===== config.mk =====
export PLATFORM = sky130hd
export DESIGN_NAME = mem_access_unit
export DESIGN_NICKNAME = d
export VERILOG_FILES = /design/src/rtl/mem_access_unit.sv
export SDC_FILE = /design/constraint.sdc
export NUM_CORES = 1
export LEC_CHECK = 0
export ABC_CLOCK_PERIOD_IN_PS = 2580
export CORE_MARGIN = 2
export CORE_UTILIZATION = 25
export CTS_BUF_LIST = sky130_fd_sc_hd__clkbuf_2 sky130_fd_sc_hd__clkbuf_4 sky130_fd_sc_hd__clkbuf_8
export CTS_CLUSTER_SIZE = 25
export DETAILED_ROUTE_END_ITERATION = 10
export GPL_TIMING_DRIVEN = 0
export SKIP_CTS_REPAIR_TIMING = 1
export SLEW_MARGIN = 20
export SYNTH_ARGS = -nofsm -noshare
export SYNTH_HDL_FRONTEND = slang
export SYNTH_SLANG_ARGS = --single-unit

===== constraint.sdc =====
create_clock -name clk -period 2.58 [get_ports clk]
set_input_delay 0.516 -clock clk [delete_from_list [all_inputs] [get_ports clk]]
set_output_delay 0.516 -clock clk [all_outputs]
set_load 0.05 [all_outputs]

===== src/rtl/mem_access_unit.sv =====
// Load/store initiator for the 64-bit single-port data memory: turns byte-addressed
// pipeline requests into one valid/ready/rvalid transaction and extends returned load data.
module mem_access_unit #(
  parameter int ADDR_WIDTH = 16
) (
  input  logic                  clk,
  input  logic                  rst,
  input  logic                  req_valid,
  output logic                  req_ready,
  input  logic                  req_wen,
  input  logic [63:0]           req_addr,
  input  logic [1:0]            req_size,
  input  logic                  req_unsigned,
  input  logic [63:0]           req_wdata,
  output logic                  resp_valid,
  output logic                  resp_err,
  output logic [63:0]           resp_rdata,
  output logic                  mem_valid,
  input  logic                  mem_ready,
  output logic                  mem_wen,
  output logic [ADDR_WIDTH-1:0] mem_addr,
  output logic [63:0]           mem_wdata,
  output logic [7:0]            mem_wmask,
  input  logic                  mem_rvalid,
  input  logic [63:0]           mem_rdata
);

  typedef enum logic [1:0] {IDLE, ISSUE, WAIT} state_t;

  state_t      state;
  logic [2:0]  lat_off;
  logic [1:0]  lat_size;
  logic        lat_unsigned;
  logic        unused_addr_bits;

  assign unused_addr_bits = ^req_addr[63:ADDR_WIDTH+3];
  assign req_ready        = rst && (state == IDLE);

  function automatic logic misaligned(input logic [2:0] lo, input logic [1:0] sz);
    case (sz)
      2'd1:    misaligned = lo[0];
      2'd2:    misaligned = |lo[1:0];
      2'd3:    misaligned = |lo;
      default: misaligned = 1'b0;
    endcase
  endfunction

  function automatic logic [7:0] store_mask(input logic [2:0] lo, input logic [1:0] sz);
    case (sz)
      2'd0:    store_mask = 8'h01 << lo;
      2'd1:    store_mask = 8'h03 << lo;
      2'd2:    store_mask = 8'h0F << lo;
      default: store_mask = 8'hFF;
    endcase
  endfunction

  // Dword loads pass straight through, so the unsigned flag is irrelevant for them.
  function automatic logic [63:0] load_extend(input logic [63:0] word, input logic [2:0] lo,
                                              input logic [1:0] sz, input logic zx);
    logic [63:0] s;
    s = word >> {lo, 3'b000};
    case (sz)
      2'd0:    load_extend = zx ? {56'd0, s[7:0]}  : {{56{s[7]}},  s[7:0]};
      2'd1:    load_extend = zx ? {48'd0, s[15:0]} : {{48{s[15]}}, s[15:0]};
      2'd2:    load_extend = zx ? {32'd0, s[31:0]} : {{32{s[31]}}, s[31:0]};
      default: load_extend = s;
    endcase
  endfunction

  always_ff @(posedge clk) begin
    if (!rst) begin
      state      <= IDLE;
      mem_valid  <= 1'b0;
      mem_wen    <= 1'b0;
      mem_addr   <= '0;
      mem_wdata  <= '0;
      mem_wmask  <= '0;
      resp_valid <= 1'b0;
      resp_err   <= 1'b0;
      resp_rdata <= '0;
    end else begin
      resp_valid <= 1'b0;
      case (state)
        IDLE: begin
          if (req_valid) begin
            if (misaligned(req_addr[2:0], req_size)) begin
              resp_valid <= 1'b1;
              resp_err   <= 1'b1;
              resp_rdata <= '0;
            end else begin
              // mem_* are captured once here and held until the next accepted request.
              mem_valid    <= 1'b1;
              mem_wen      <= req_wen;
              mem_addr     <= req_addr[ADDR_WIDTH+2:3];
              mem_wdata    <= req_wdata << {req_addr[2:0], 3'b000};
              mem_wmask    <= store_mask(req_addr[2:0], req_size);
              lat_off      <= req_addr[2:0];
              lat_size     <= req_size;
              lat_unsigned <= req_unsigned;
              state        <= ISSUE;
            end
          end
        end
        ISSUE: begin
          if (mem_ready) begin
            mem_valid <= 1'b0;
            state     <= WAIT;
          end
        end
        WAIT: begin
          if (mem_rvalid) begin
            resp_valid <= 1'b1;
            resp_err   <= 1'b0;
            resp_rdata <= mem_wen ? 64'd0
                                  : load_extend(mem_rdata, lat_off, lat_size, lat_unsigned);
            state      <= IDLE;
          end
        end
        default: state <= IDLE;
      endcase
    end
  end

endmodule


==> impl_metrics.py <==
metrics = {
    "setup_path": {
        "r2r_cells": 9,
        "rrSetupSlack_ns": 0.13,
        "crit_chain": "clkdlybuf4s50_1 -> buf_2 -> clkbuf_1 -> clkbuf_1 -> a211oi_1 -> a211oi_2 -> nor3_1",
        "slowest_stage": "clkbuf_1",
        "cpMostUsedCell": "clkbuf_1",
        "max_stage_delay_ns": 0.51,
        "cp.required_ns": 2.91,
        "worst-setup-path-type": "input pin to flip-flop",
        "r2r_start": "lat_off[0]",
        "cp-start-kind": "input pin",
        "arrival_ns": 2.85,
        "endpoint_kind": "flip-flop",
        "critPathMaxFanout": 10,
        "rr_endpoint": "resp_rdata[38]",
    },
    "pwr": {
        "swShare": 0.359,
        "power.leakage_nw": 5.09,
        "power.switching_mw": 2.49,
        "comb_power_share": 0.301,
        "pwr-share-seq": 0.395,
        "p_int_mw": 4.44,
        "ir_worst_vdd_mv": 0.314,
        "cellPowerDensity_nw_per_um2": 517,
        "finalPower_mw": 6.94,
        "clock_power_share": 0.303,
    },
    "die": {
        "die-area_um2": 38000,
        "fp.dieW_um": 195,
        "placementRows": 69,
        "start_util": 0.255,
        "dieHeight_um": 195,
        "coreArea_um2": 35700,
        "ios": 358,
    },
    "grt": {
        "track_usage": 0.223,
        "grt_start_max_net_pins": 17,
        "overflow": 0,
        "use_met2": 0.380,
        "antenna_found_initial": 2,
        "gr-usage-met1": 0.272,
        "grt_pass1_vias": 9643,
        "grtUsageMet3": 0.0588,
        "grt.busiest_layer": "met2",
        "grt_pass1_wl_um": 63100,
    },
    "routing": {
        "route.vias.total": 9892,
        "viasPerCell": 5.32,
        "routedWlPerCell_um": 23.5,
        "ant_nets": 0,
        "drt-pass1-iter-count": 6,
        "drc": 0,
        "drt_iter0_drc": 821,
        "totalWireLength_um": 43600,
    },
    "synthesis": {
        "synthesis.area_um2": 9110,
        "ys_ff_latch": 164,
        "yosysTopAreaCell": "dfxtp_1",
        "synth_cells": 1052,
        "avgSynthCellArea_um2": 8.66,
        "yosysSeqAreaShare": 0.367,
        "synth_top_family_by_area": "compound AO/OA/AOI/OAI gates",
        "synth_ff_type": "dfxtp_1",
        "synthArstFlopShare": 0,
        "synth-edff-count": 6,
        "synth-compound-area-share": 0.224,
        "synth-xor-area-share": 0,
        "synth-adder-area-share": 0.00824,
        "synthTopCellsByArea": "dfxtp_1 35%, mux2i_1 7.8%, mux4_2 7.4%, a21oi_1 6.0%, nor2_1 5.6%",
        "yosysWarnings": 0,
        "synth_top_area_share": 0.347,
        "yosysUniqueCellTypes": 55,
        "syn-num-nets": 1259,
        "synthMuxAreaShare": 0.178,
        "yosys.area_share.simple": 0.172,
    },
    "placement": {
        "portBuffers": 312,
        "place_hpwl_um": 34800,
        "place_congestion": 0.983,
    },
    "sta": {
        "fin_crit_sh": 0.977,
        "worst_clock_skew_ns": 0.0242,
        "finalSetupViolCount": 0,
        "final_hold_viol_count": 0,
        "fin_crit_ns": 2.52,
        "slew_violations": 0,
        "slew_headroom": 0.412,
        "max_freq_mhz": 397,
        "tightest_slew_ns": 0.876,
        "rsz0062_at_grt": "true",
    },
    "final_layout": {
        "syn2layout_area_growth_pct": 47.1,
        "final_layout_size_suffix_gt1_frac": 0.118,
        "final_util": 0.375,
        "final_nets": 1590,
    },
    "hold_path": {
        "hold_start": "mem_wdata[28]",
        "min_to": "mem_wdata[28]",
        "hold_path_class": "flip-flop to flip-flop",
        "min_path_cells": 2,
    },
    "clocking": {
        "clockBufferDepth": 2,
        "cts_tree": "done",
        "worstSkewPairLatency_ns": 0.48,
        "htree_num_levels": 4,
        "clock_sinks": 164,
        "clk_pin_slew_ns": 0.10,
        "cts-root-buf": "clkbuf_8",
        "numCtsBuffers": 17,
    },
    "run_status": {
        "status": "completed",
    },
    "job": {
        "cap_violations": 0,
    },
}
## per-layer routing
| metal | up-vias | routed length [um] |
|---|---|---|
| met3 | 79 | 3900 |
| li1 | 4540 | - |
| met4 | 2 | 1390 |
| met2 | 548 | 20700 |
| met5 | - | 13 |
| met1 | 4723 | 17600 |
## worst max path at each step
stage | start | slack, ns | endpoint | cells after the start
final | req_addr[1] | 0.06 | mem_wdata[52] | 7
after global routing | req_size[0] | -0.05 | resp_rdata[13] | 10
after CTS | rst | -0.56 | req_ready | 5
after detailed placement | req_addr[2] | -1.02 | mem_wdata[51] | 10
after global placement | req_addr[2] | -1.03 | mem_wdata[51] | 10
after floorplan | req_addr[1] | 0.15 | lat_off[0] | 8
## sequential cells by signal, indices dropped and copies added (netlist names)
register and cells:
lat_off 3, lat_size 2, lat_unsigned 1, mem_addr 16, mem_valid 1, mem_wdata 64
mem_wen 1, mem_wmask 8, resp_err 1, resp_rdata 64, resp_valid 1, state 2
## through the flow
| stage | setup slack, ns | instance area, um2 | hold WS [ns] | std cells | setup TNS (ns) |
|---|---|---|---|---|---|
| after CTS | -0.564 | 13200 | 0.461 | 1856 | -23.43 |
| final | 0.0604 | 13400 | 0.457 | 1858 | 0 |
| after global placement | -1.03 | 12800 | 0.441 | 1825 | -98.84 |
| after floorplan | 0.153 | 9110 | 0.508 | 1052 | 0 |
| after global routing | -0.0520 | 13400 | 0.477 | 1856 | -0.157 |
| after detailed placement | -1.02 | 12800 | 0.446 | 1825 | -102.28 |
## layout by cell type, fill, tap and decap left out, drive strengths merged, types with 3 or more instances in the layout
cell type	Yosys	layout
a211o	21	21
a221oi	19	19
mux2i	71	71
inv	9	16
nand4	5	5
nor3	32	32
nor2b	19	19
buf	41	32
mux4	30	30
bufinv	0	3
o21ai	16	16
a21oi	112	112
a211oi	52	52
a221o	7	7
clkbuf	58	84
nand2b	5	5
clkdlybuf4s50	0	311
or3	9	9
o221ai	6	6
clkinv	0	4
mux2	21	21
nand2	110	110
o211a	5	5
ha	6	6
edfxtp	6	6
a22o	31	31
dfxtp	158	158
nor2	137	137
a22oi	8	8
nand3	31	31
## final cells by class
type                    instances  area (um2)
clock buffers                  17         234
flip-flops and latches        164        3340
fillers                      3714       22300
plain buffers                  98         477
inverters                       9        33.8
repair buffers                313        3130
well taps                     461         577
multi-input cells             780        5410
clock inverters                14         191
diodes                          2        5.00
## cell families (layout without fill, tap and decap cells)
group	count (synthesis)	after routing
compound gates	294	294
flops	164	164
mux	122	122
buf+inv	108	451
fa+ha+maj	6	6
simple gates	358	358
other cells	0	2
## synth_stat cells (24+ instances only)
master and n:
a211oi_1 52, a22o_1 31, nand2_1 110, nand3_1 30
a21oi_1 110, dfxtp_1 158, clkbuf_1 58, mux2i_1 71
mux4_2 30, nor3_1 31, buf_2 24, nor2_1 137
## worst max-delay path: cells and delay by family
family	cells	cell delay, ns
buf+inv	4	1.74
compound gates	2	0.50
simple gates	1	0.08
## power by group through the flow
stage / clock network, mW / logic (mW) / registers (mW)
after floorplan: 0 / 0.762 / 3.18
after global placement: 0 / 2.03 / 2.80
after detailed placement: 0 / 2.03 / 2.80
after CTS: 2.15 / 2.04 / 2.74
after global routing: 2.24 / 2.20 / 2.76
final: 2.10 / 2.09 / 2.74
No activity file was read; power rests on OpenSTA's default activity.
